File: src/rtl/pwm_duty_seq.sv
// pwm_duty_seq -- duty-cycle sequencer for a 4-channel PWM.
//
// Steps through a small table of 4-channel compare values. Each entry is put
// on cr_o for (rep_i+1) PWM periods (counted in ovf_i pulses), then the next
// entry is loaded. It can run once (ending in DONE with a done_o pulse) or
// loop back to entry 0.
//
// Ports:
//   apb4_pclk     clock, rising edge
//   apb4_presetn  asynchronous active-low reset
//   en_i          sequencer enable (level); low aborts to IDLE
//   loop_i        1 = wrap to entry 0 after the last entry, 0 = one-shot
//   len_i         index of last table entry used (entries 0..len_i)
//   rep_i         extra periods each entry is held (sampled in LOAD)
//   wr_en_i       table write strobe
//   wr_idx_i      table write index
//   wr_data_i     entry data, channel k at [k*CRX_WIDTH +: CRX_WIDTH]
//   ovf_i         one-cycle period-end pulse from the PWM counter
//   cr_o          current duty values for channels 0..3
//   cr_upd_o      one-cycle pulse in the cycle cr_o shows a new entry
//   idx_o         index of the entry currently on cr_o (0 in IDLE)
//   busy_o        high in LOAD or RUN
//   done_o        one-cycle pulse on one-shot completion
module pwm_duty_seq #(
    parameter int CRX_WIDTH = 16,
    parameter int DEPTH     = 8,
    localparam int IW       = (DEPTH > 1) ? $clog2(DEPTH) : 1
) (
    input  logic                   apb4_pclk,
    input  logic                   apb4_presetn,
    input  logic                   en_i,
    input  logic                   loop_i,
    input  logic [IW-1:0]          len_i,
    input  logic [7:0]             rep_i,
    input  logic                   wr_en_i,
    input  logic [IW-1:0]          wr_idx_i,
    input  logic [4*CRX_WIDTH-1:0] wr_data_i,
    input  logic                   ovf_i,
    output logic [4*CRX_WIDTH-1:0] cr_o,
    output logic                   cr_upd_o,
    output logic [IW-1:0]          idx_o,
    output logic                   busy_o,
    output logic                   done_o
);

    typedef enum logic [1:0] {S_IDLE, S_LOAD, S_RUN, S_DONE} state_t;

    state_t                            r_state, w_state_nxt;
    logic [DEPTH-1:0][4*CRX_WIDTH-1:0] r_table;
    logic [IW-1:0]                     r_idx, w_idx_nxt;
    logic [IW-1:0]                     r_idx_o;
    logic [7:0]                        r_hold, w_hold_nxt;
    logic [4*CRX_WIDTH-1:0]            r_cr;
    logic                              r_upd, r_done;
    logic                              w_load, w_done_set, w_last;

    // >= so that lowering len_i below the running index still ends the pass.
    assign w_last = (r_idx >= len_i);

    always_ff @(posedge apb4_pclk or negedge apb4_presetn) begin
        if (!apb4_presetn) r_state <= S_IDLE;
        else               r_state <= w_state_nxt;
    end

    always_comb begin
        w_state_nxt = r_state;
        w_idx_nxt   = r_idx;
        w_hold_nxt  = r_hold;
        w_load      = 1'b0;
        w_done_set  = 1'b0;
        case (r_state)
            S_IDLE: begin
                w_idx_nxt = '0;
                if (en_i) w_state_nxt = S_LOAD;
            end
            S_LOAD: begin
                if (!en_i) begin
                    w_state_nxt = S_IDLE;
                    w_idx_nxt   = '0;
                end else begin
                    w_load      = 1'b1;
                    w_hold_nxt  = rep_i;
                    w_state_nxt = S_RUN;
                end
            end
            S_RUN: begin
                if (!en_i) begin
                    w_state_nxt = S_IDLE;
                    w_idx_nxt   = '0;
                end else if (ovf_i) begin
                    if (r_hold != 8'd0) begin
                        w_hold_nxt = r_hold - 8'd1;
                    end else if (!w_last) begin
                        w_idx_nxt   = r_idx + IW'(1);
                        w_state_nxt = S_LOAD;
                    end else if (loop_i) begin
                        w_idx_nxt   = '0;
                        w_state_nxt = S_LOAD;
                    end else begin
                        w_state_nxt = S_DONE;
                        w_done_set  = 1'b1;
                    end
                end
            end
            S_DONE: begin
                if (!en_i) begin
                    w_state_nxt = S_IDLE;
                    w_idx_nxt   = '0;
                end
            end
            default: begin
                w_state_nxt = S_IDLE;
                w_idx_nxt   = '0;
            end
        endcase
    end

    // Table write and LOAD read share an edge; the read sees the pre-write
    // contents, so a same-cycle write only affects later loads.
    always_ff @(posedge apb4_pclk or negedge apb4_presetn) begin
        if (!apb4_presetn) r_table <= '0;
        else if (wr_en_i)  r_table[wr_idx_i] <= wr_data_i;
    end

    always_ff @(posedge apb4_pclk or negedge apb4_presetn) begin
        if (!apb4_presetn) begin
            r_idx   <= '0;
            r_idx_o <= '0;
            r_hold  <= '0;
            r_cr    <= '0;
            r_upd   <= 1'b0;
            r_done  <= 1'b0;
        end else begin
            r_idx  <= w_idx_nxt;
            r_hold <= w_hold_nxt;
            r_upd  <= w_load;
            r_done <= w_done_set;
            if (w_load) begin
                r_cr    <= r_table[r_idx];
                r_idx_o <= r_idx;
            end else if (w_state_nxt == S_IDLE) begin
                r_idx_o <= '0;
            end
        end
    end

    assign cr_o     = r_cr;
    assign cr_upd_o = r_upd;
    assign idx_o    = r_idx_o;
    assign done_o   = r_done;
    assign busy_o   = (r_state == S_LOAD) || (r_state == S_RUN);

endmodule
File: config.mk
export PLATFORM = sky130hd
export DESIGN_NAME = pwm_duty_seq
export DESIGN_NICKNAME = d
export VERILOG_FILES = /design/src/rtl/pwm_duty_seq.sv
export SDC_FILE = /design/constraint.sdc
export NUM_CORES = 1
export LEC_CHECK = 0
export CORE_AREA = 2 2 223 225
export DETAILED_ROUTE_END_ITERATION = 8
export DIE_AREA = 0 0 225 227
export PLACE_DENSITY = 0.73
export SLEW_MARGIN = 20
export SYNTH_ARGS = -nofsm -noshare
export SYNTH_HDL_FRONTEND = slang
export SYNTH_SLANG_ARGS = --single-unit
File: constraint.sdc
create_clock -name apb4_pclk -period 4.3 [get_ports apb4_pclk]
set_input_delay 0.86 -clock apb4_pclk [delete_from_list [all_inputs] [get_ports apb4_pclk]]
set_output_delay 0.86 -clock apb4_pclk [all_outputs]
set_load 0.01 [all_outputs]
==> results of run 1 <==
-- cell type report --
class | count | area, um2
multi-input cells | 943 | 10700
clock inverters | 14 | 189
repair buffers | 196 | 2060
fillers | 3577 | 18000
well taps | 622 | 778
flip-flops and latches | 594 | 14900
inverters | 14 | 55.1
clock buffers | 95 | 1900
diodes | 3 | 7.51
-- cell usage after synthesis (2+ instances only) --
master | instances | area [um2]
mux4_2 | 128 | 2880
buf_4 | 8 | 60.1
inv_1 | 13 | 48.8
dfrtp_1 | 594 | 14900
and3_1 | 2 | 12.5
buf_1 | 6 | 22.5
nor3_1 | 6 | 30.0
a311oi_1 | 3 | 26.3
nand3b_1 | 2 | 15.0
mux2i_1 | 73 | 731
nand4b_1 | 3 | 26.3
ha_1 | 9 | 113
o211a_1 | 2 | 20.0
nor2_1 | 7 | 26.3
nor3b_1 | 2 | 15.0
mux2_1 | 10 | 113
mux2_2 | 502 | 5650
o21ai_0 | 69 | 345
nand2_1 | 74 | 278
nand2b_1 | 2 | 12.5
nand3_1 | 7 | 35.0
o211ai_1 | 2 | 15.0
clkbuf_1 | 30 | 113
buf_2 | 66 | 330
nor3_4 | 2 | 32.5
nand4_1 | 2 | 12.5
a21oi_1 | 12 | 60.1
-- through the flow --
| step | hold slack, ns | std cells | total power [W] | util | cell area, um2 |
|---|---|---|---|---|---|
| floorplan | 0.453 | 1661 | 0.00974 | - | 26100 |
| global placement | 0.463 | 2369 | 0.0110 | 0.586 | 28500 |
| detailed placement | 0.470 | 2369 | 0.0112 | 0.586 | 28500 |
| CTS | 0.222 | 2478 | 0.0166 | 0.629 | 30500 |
| global route | 0.255 | 2479 | 0.0173 | 0.629 | 30500 |
| finish | 0.214 | 2481 | 0.0165 | 0.629 | 30500 |
-- layer usage --
| layer | vias up | part of all wire | track usage |
|---|---|---|---|
| li1 | 6455 | - | - |
| met1 | 7899 | 0.45 | 0.321 |
| met2 | 246 | 0.49 | 0.382 |
| met3 | 78 | 0.040 | 0.0383 |
| met4 | 10 | 0.019 | 0.0613 |
| met5 | - | 0.0012 | 0 |
-- worst max path at each step --
stage                                     from                        to  slack, ns  cells past startpoint
after floorplan                       len_i[2]      r_idx[0]$_DFFE_PN0P_       2.09                      6
after global placement             wr_idx_i[1]  r_table[441]$_DFFE_PN0P_       1.11                      4
after detailed placement           wr_idx_i[2]  r_table[432]$_DFFE_PN0P_       1.02                      4
after CTS                 r_state[1]$_DFF_PN0_                    busy_o       1.46                      3
after global routing      r_state[1]$_DFF_PN0_                    busy_o       1.42                      3
final                     r_state[1]$_DFF_PN0_                    busy_o       1.51                      3
-- sequential cells by signal, summed over array words and instances, names as in the netlist --
name / cells
r_hold: 8
cr_o: 64
r_state: 2
r_idx: 3
r_table: 512
idx_o: 3
cr_upd_o: 1
done_o: 1
-- cell families after synthesis --
group | count (synthesis) | synth area share
fa+ha+maj | 9 | 0.00431
simple gates | 118 | 0.0223
mux | 713 | 0.359
flops | 594 | 0.569
buf+inv | 124 | 0.0221
compound gates | 103 | 0.0228
-- where the power goes --
group	leakage (nW)	switching, W	total (W)	internal, W
combinational	4.92	0.00135	0.00333	0.00199
clock	1.02	0.00215	0.00539	0.00324
sequential	7.18	0.000777	0.00775	0.00697
total	13.1	0.00427	0.0165	0.0122
==> metrics.md, run 1 <==
| Metric | Value |
|---|---|
| Crit path kind | `register to output port` |
| Final Hold Fails | `0` |
| Setup TNS | `0 ns` |
| Initial antenna violation count | `7` |
| Unrepaired setup endpoints after global routing | `false` |
| CTS buffer count | `61` |
| Layout cells sized above 1 | `0.424` |
| Sequential-to-total area share from yosys stat | `0.569` |
| Vias in the first global route | `15.8k` |
| CTS Buffer Depth | `3` |
| Synth unique cells | `52` |
| Final GP Congestion | `0.795` |
| Worst path slowest cell | `clkdlybuf4s50_1` |
| Detailed placement HPWL | `33100 um` |
| Initial Utilization | `0.538` |
| Most frequent cells in the layout | `dfrtp_1 (592), mux2_2 (502), clkdlybuf4s50_1 (152)` |
| Post-Synthesis Cells | `1661` |
| Crit path buf inv count | `2` |
| Sink Count | `594` |
| Register-to-register setup slack | `1.83 ns` |
| Largest net degree at the start of global routing | `111` |
| CTS tree | `done` |
| Die Wd | `225 um` |
| DR iter-0 viols | `848` |
| Asr flop ratio synth | `1.00` |
| Max Transition Viols Final | `0` |
| Die Height | `227 um` |
| Syn Nets | `1754` |
| Critical Path RT | `3.44 ns` |
| Max VDD drop | `0.000360 V` |
| Final worst setup slack | `1.51 ns` |
| Crit end category | `output port` |
| Worst relative slew slack | `0.273` |
| DIE AREA | `51100 um2` |
| RR Endpoint | `cr_o[59]$_DFFE_PN0P_` |
| Startpoint Class | `register` |
| Synth-to-Final Area Change | `17.0%` |
| Crit path time final | `2.79 ns` |
| Ports | `154` |
| CP Data Arrival Time | `1.93 ns` |
| Clock root cell | `clkbuf_16` |
| Syn Std Cell Area | `26100 um2` |
| FF+latch count, synth | `594` |
| Worst hold path class | `input port to asynchronous set/reset pin` |
| Clock Latency Late Sink | `0.61 ns` |
| Yosys warns | `0` |
| Max_cap viols | `0` |
| Avg Cell Area, Syn | `15.7 um2` |
| Hold_buf cts | `0` |
| Final period util | `0.649` |
| Worst slew pin tran | `1.09 ns` |
| Critical path peak fanout | `4` |
| Final clock skew | `0.0114 ns` |
| Fmax | `358 MHz` |
| H-tree Lvls | `2` |
| Post-synth EDFFs | `0` |
| DR vias/cell | `5.92` |
| Port buffer count | `153` |
| Vias after detailed routing | `14.7k` |
| Detailed Routing Iterations Pass 1 | `5` |
| Synth Flop Type | `dfrtp_1` |
| Row count | `81` |
| Cts repair resizes | `0` |
| DP Worst Slack | `1.02 ns` |
| Crit-path cells | `inv_1, ha_1, clkdlybuf4s50_1` |
| DRC viols | `0` |
| Worst r2r src | `r_idx[0]$_DFFE_PN0P_` |
| CP peak stage delay | `0.53 ns` |
| Total grt overflow | `0` |
| Status | `finished clean` |
| Wire length per cell | `22.9 um` |
| Nets | `1903` |
| Drt total wl | `56900 um` |
| Core area | `48500 um2` |
| Kind of cell adding the most delay to the critical path | `buffers and inverters` |
| Final ANT Viol Nets | `0` |
| Power per cell area | `539 nW/um2` |
| Most common cell after layout, fill and taps aside | `dfrtp_1` |
| Reg2reg path depth | `4` |
| Setup Buffers After CTS | `0` |
| Setup violators final | `0` |
| Clk slew on worst S/H paths | `0.06 ns` |
| First-pass GRT wire length | `90700 um` |
| Leak | `13.1 nW` |
| Total global-route track usage | `0.230` |
Power figures use the tool's default switching activity.
==> run 2, diff against run 1 <==
==> constraint.sdc (replaced) <==
create_clock -name apb4_pclk -period 2.6 [get_ports apb4_pclk]
set_input_delay 0.52 -clock apb4_pclk [delete_from_list [all_inputs] [get_ports apb4_pclk]]
set_output_delay 0.52 -clock apb4_pclk [all_outputs]
set_load 0.01 [all_outputs]
==> run 2 against run 1 <==
Global-route usage is 0.18 points higher; non-clock buffer count is 40 higher; total power is 64% higher; sequential share of layout area is 0.93 points lower; register-to-register slack worse by 1.4 ns; first-iteration DRC count is 6.4% lower; wire length hardly changed; combinational power is 70% higher; sequential power is 65% higher; via count is 0.44% higher; largest cell class unchanged.
==> metrics.md, run 2 (synthesis gave the netlist of run 1 again) <==
| Metric | Value |
|---|---|
| Clk slew on worst S/H paths | `0.06 ns` |
| Worst slew pin tran | `0.595 ns` |
| CTS Buffer Depth | `3` |
| DRC viols | `0` |
| Port buffer count | `153` |
| Unrepaired setup endpoints after global routing | `false` |
| H-tree Lvls | `2` |
| DR vias/cell | `5.85` |
| RR Endpoint | `r_idx[0]$_DFFE_PN0P_` |
| Vias in the first global route | `15.9k` |
| P_int | `0.0200 W` |
| Crit path time final | `2.47 ns` |
| Largest register by flop count | `r_table` |
| Switch Pwr | `0.00705 W` |
| Crit path kind | `register to output port` |
| Reg2reg path depth | `6` |
| Crit end category | `output port` |
| First-pass GRT wire length | `91900 um` |
| Die Wd | `225 um` |
| Logic pwr share | `0.209` |
| Final period util | `0.949` |
| Worst path slowest cell | `clkdlybuf4s50_1` |
| Startpoint Class | `register` |
| Vias after detailed routing | `14.8k` |
| Initial Utilization | `0.538` |
| DIE AREA | `51100 um2` |
| Setup violators final | `0` |
| Leak | `13.4 nW` |
| Wire length per cell | `22.5 um` |
| Initial antenna violation count | `3` |
| Die Height | `227 um` |
| Final ANT Viol Nets | `0` |
| Clock Latency Late Sink | `0.62 ns` |
| Detailed Routing Iterations Pass 1 | `4` |
| Ports | `154` |
| Max reg flops | `512` |
| Drt total wl | `56900 um` |
| Register-to-register setup slack | `0.41 ns` |
| Setup TNS | `0 ns` |
| Final Hold Fails | `0` |
| Flop pwr share | `0.472` |
| Most common cell after layout, fill and taps aside | `dfrtp_1` |
| Sw frac | `0.261` |
| Max VDD drop | `0.000546 V` |
| Kind of cell adding the most delay to the critical path | `buffers and inverters` |
| Clock root cell | `clkbuf_16` |
| Final Util | `0.641` |
| CP Data Arrival Time | `1.95 ns` |
| Nets | `1942` |
| Most frequent cells in the layout | `dfrtp_1 (592), mux2_2 (502), clkdlybuf4s50_1 (152)` |
| Critical Path RT | `2.08 ns` |
| Max_cap viols | `0` |
| Core area | `48500 um2` |
| CP peak stage delay | `0.54 ns` |
| Detailed placement HPWL | `36200 um` |
| Non-filler cells, final | `2523` |
| CTS buffer count | `60` |
| Synth-to-Final Area Change | `19.2%` |
| Total grt overflow | `0` |
| Power, Total | `0.0270 W` |
| Final GP Congestion | `0.803` |
| Critical path peak fanout | `4` |
| Layout cells sized above 1 | `0.432` |
| Fmax | `405 MHz` |
| Crit path buf inv count | `2` |
| Fillers | `3385` |
| Worst r2r src | `r_idx[0]$_DFFE_PN0P_` |
| Worst relative slew slack | `0.602` |
| Worst hold path class | `input port to asynchronous set/reset pin` |
| Largest net degree at the start of global routing | `75` |
| DP Cell Count | `2408` |
| Status | `finished clean` |
| Row count | `81` |
| Total global-route track usage | `0.232` |
| Final clock skew | `0.0232 ns` |
| Hold_ws | `0.471 ns` |
| Sink Count | `594` |
| Crit-path cells | `inv_1, ha_1, clkdlybuf4s50_1` |
| CTS tree | `done` |
| Power per cell area | `868 nW/um2` |
| DR iter-0 viols | `794` |
| Max Transition Viols Final | `0` |
| Clk pwr share | `0.318` |
## run 2: cell count changes in the layout (fill, tap and decap cells not counted)
cell,before,now
clkinv_2,6,11
dlygate4sd3_1,0,1
clkbuf_8,22,17
bufinv_16,4,2
buf_12,16,47
clkbuf_1,11,20
diode_2,3,1
clkinvlp_4,3,0
buf_4,27,35
## run 2: layout make-up
type	instances	area, um2	area share
Timing Repair Buffer	236	2750	0.0883
Clock buffer	99	1860	0.0598
Antenna cell	1	2.50	0.0000804
Multi-Input combinational cell	943	10700	0.343
Inverter	14	55.1	0.00177
Tap cell	622	778	0.0250
Clock inverter	14	131	0.00422
Sequential cell	594	14900	0.478
## run 2: worst register-to-register path: stages (launching register included)
cell and delay (ns):
dfrtp_4 0.59, inv_1 0.11, ha_1 0.27, nand2b_1 0.17, a31o_2 0.30, a2111oi_0 0.50, a311oi_1 0.10
## run 2: layer usage
layer	vias up	routed length, um	global-route usage
li1	6580	-	-
met1	7882	25400	0.322
met2	228	28700	0.392
met3	58	2090	0.0390
met4	4	684	0.0457
met5	-	27	0
## run 2: repair_timing
item                      CTS  global route
hold buffers                1             0
hold endpoints to repair   49             0
buffers inserted            0             0
resized for setup           0             0
## run 2: per-stage QoR
step	worst slack, ns	cell area [um2]
4_1_cts	0.0970	31100
5_1_grt	0.0476	31100
6_report	0.134	31100
2_1_floorplan	0.561	26100
3_5_place_dp	0.0630	29100
3_3_place_gp	0.144	29100
## run 2: worst max-delay path by stage
stage                                     from              endpoint  slack [ns]  cells past startpoint
after floorplan           r_idx[0]$_DFFE_PN0P_  r_idx[0]$_DFFE_PN0P_        0.56                      8
after global placement                len_i[2]  r_idx[0]$_DFFE_PN0P_        0.14                      7
after detailed placement              len_i[2]  r_idx[0]$_DFFE_PN0P_        0.06                      7
after CTS                 r_state[0]$_DFF_PN0_                busy_o         0.1                      3
after global routing      r_state[0]$_DFF_PN0_                busy_o        0.05                      3
final                     r_state[1]$_DFF_PN0_                busy_o        0.13                      3
## run 2: power by group through the flow
stage               clock, W  combinational [W]  sequential, W
CTS                  0.00881            0.00574         0.0127
detailed placement         0            0.00571         0.0129
finish               0.00860            0.00566         0.0128
global route         0.00920            0.00620         0.0130
global placement           0            0.00552         0.0127
floorplan                  0            0.00339         0.0127
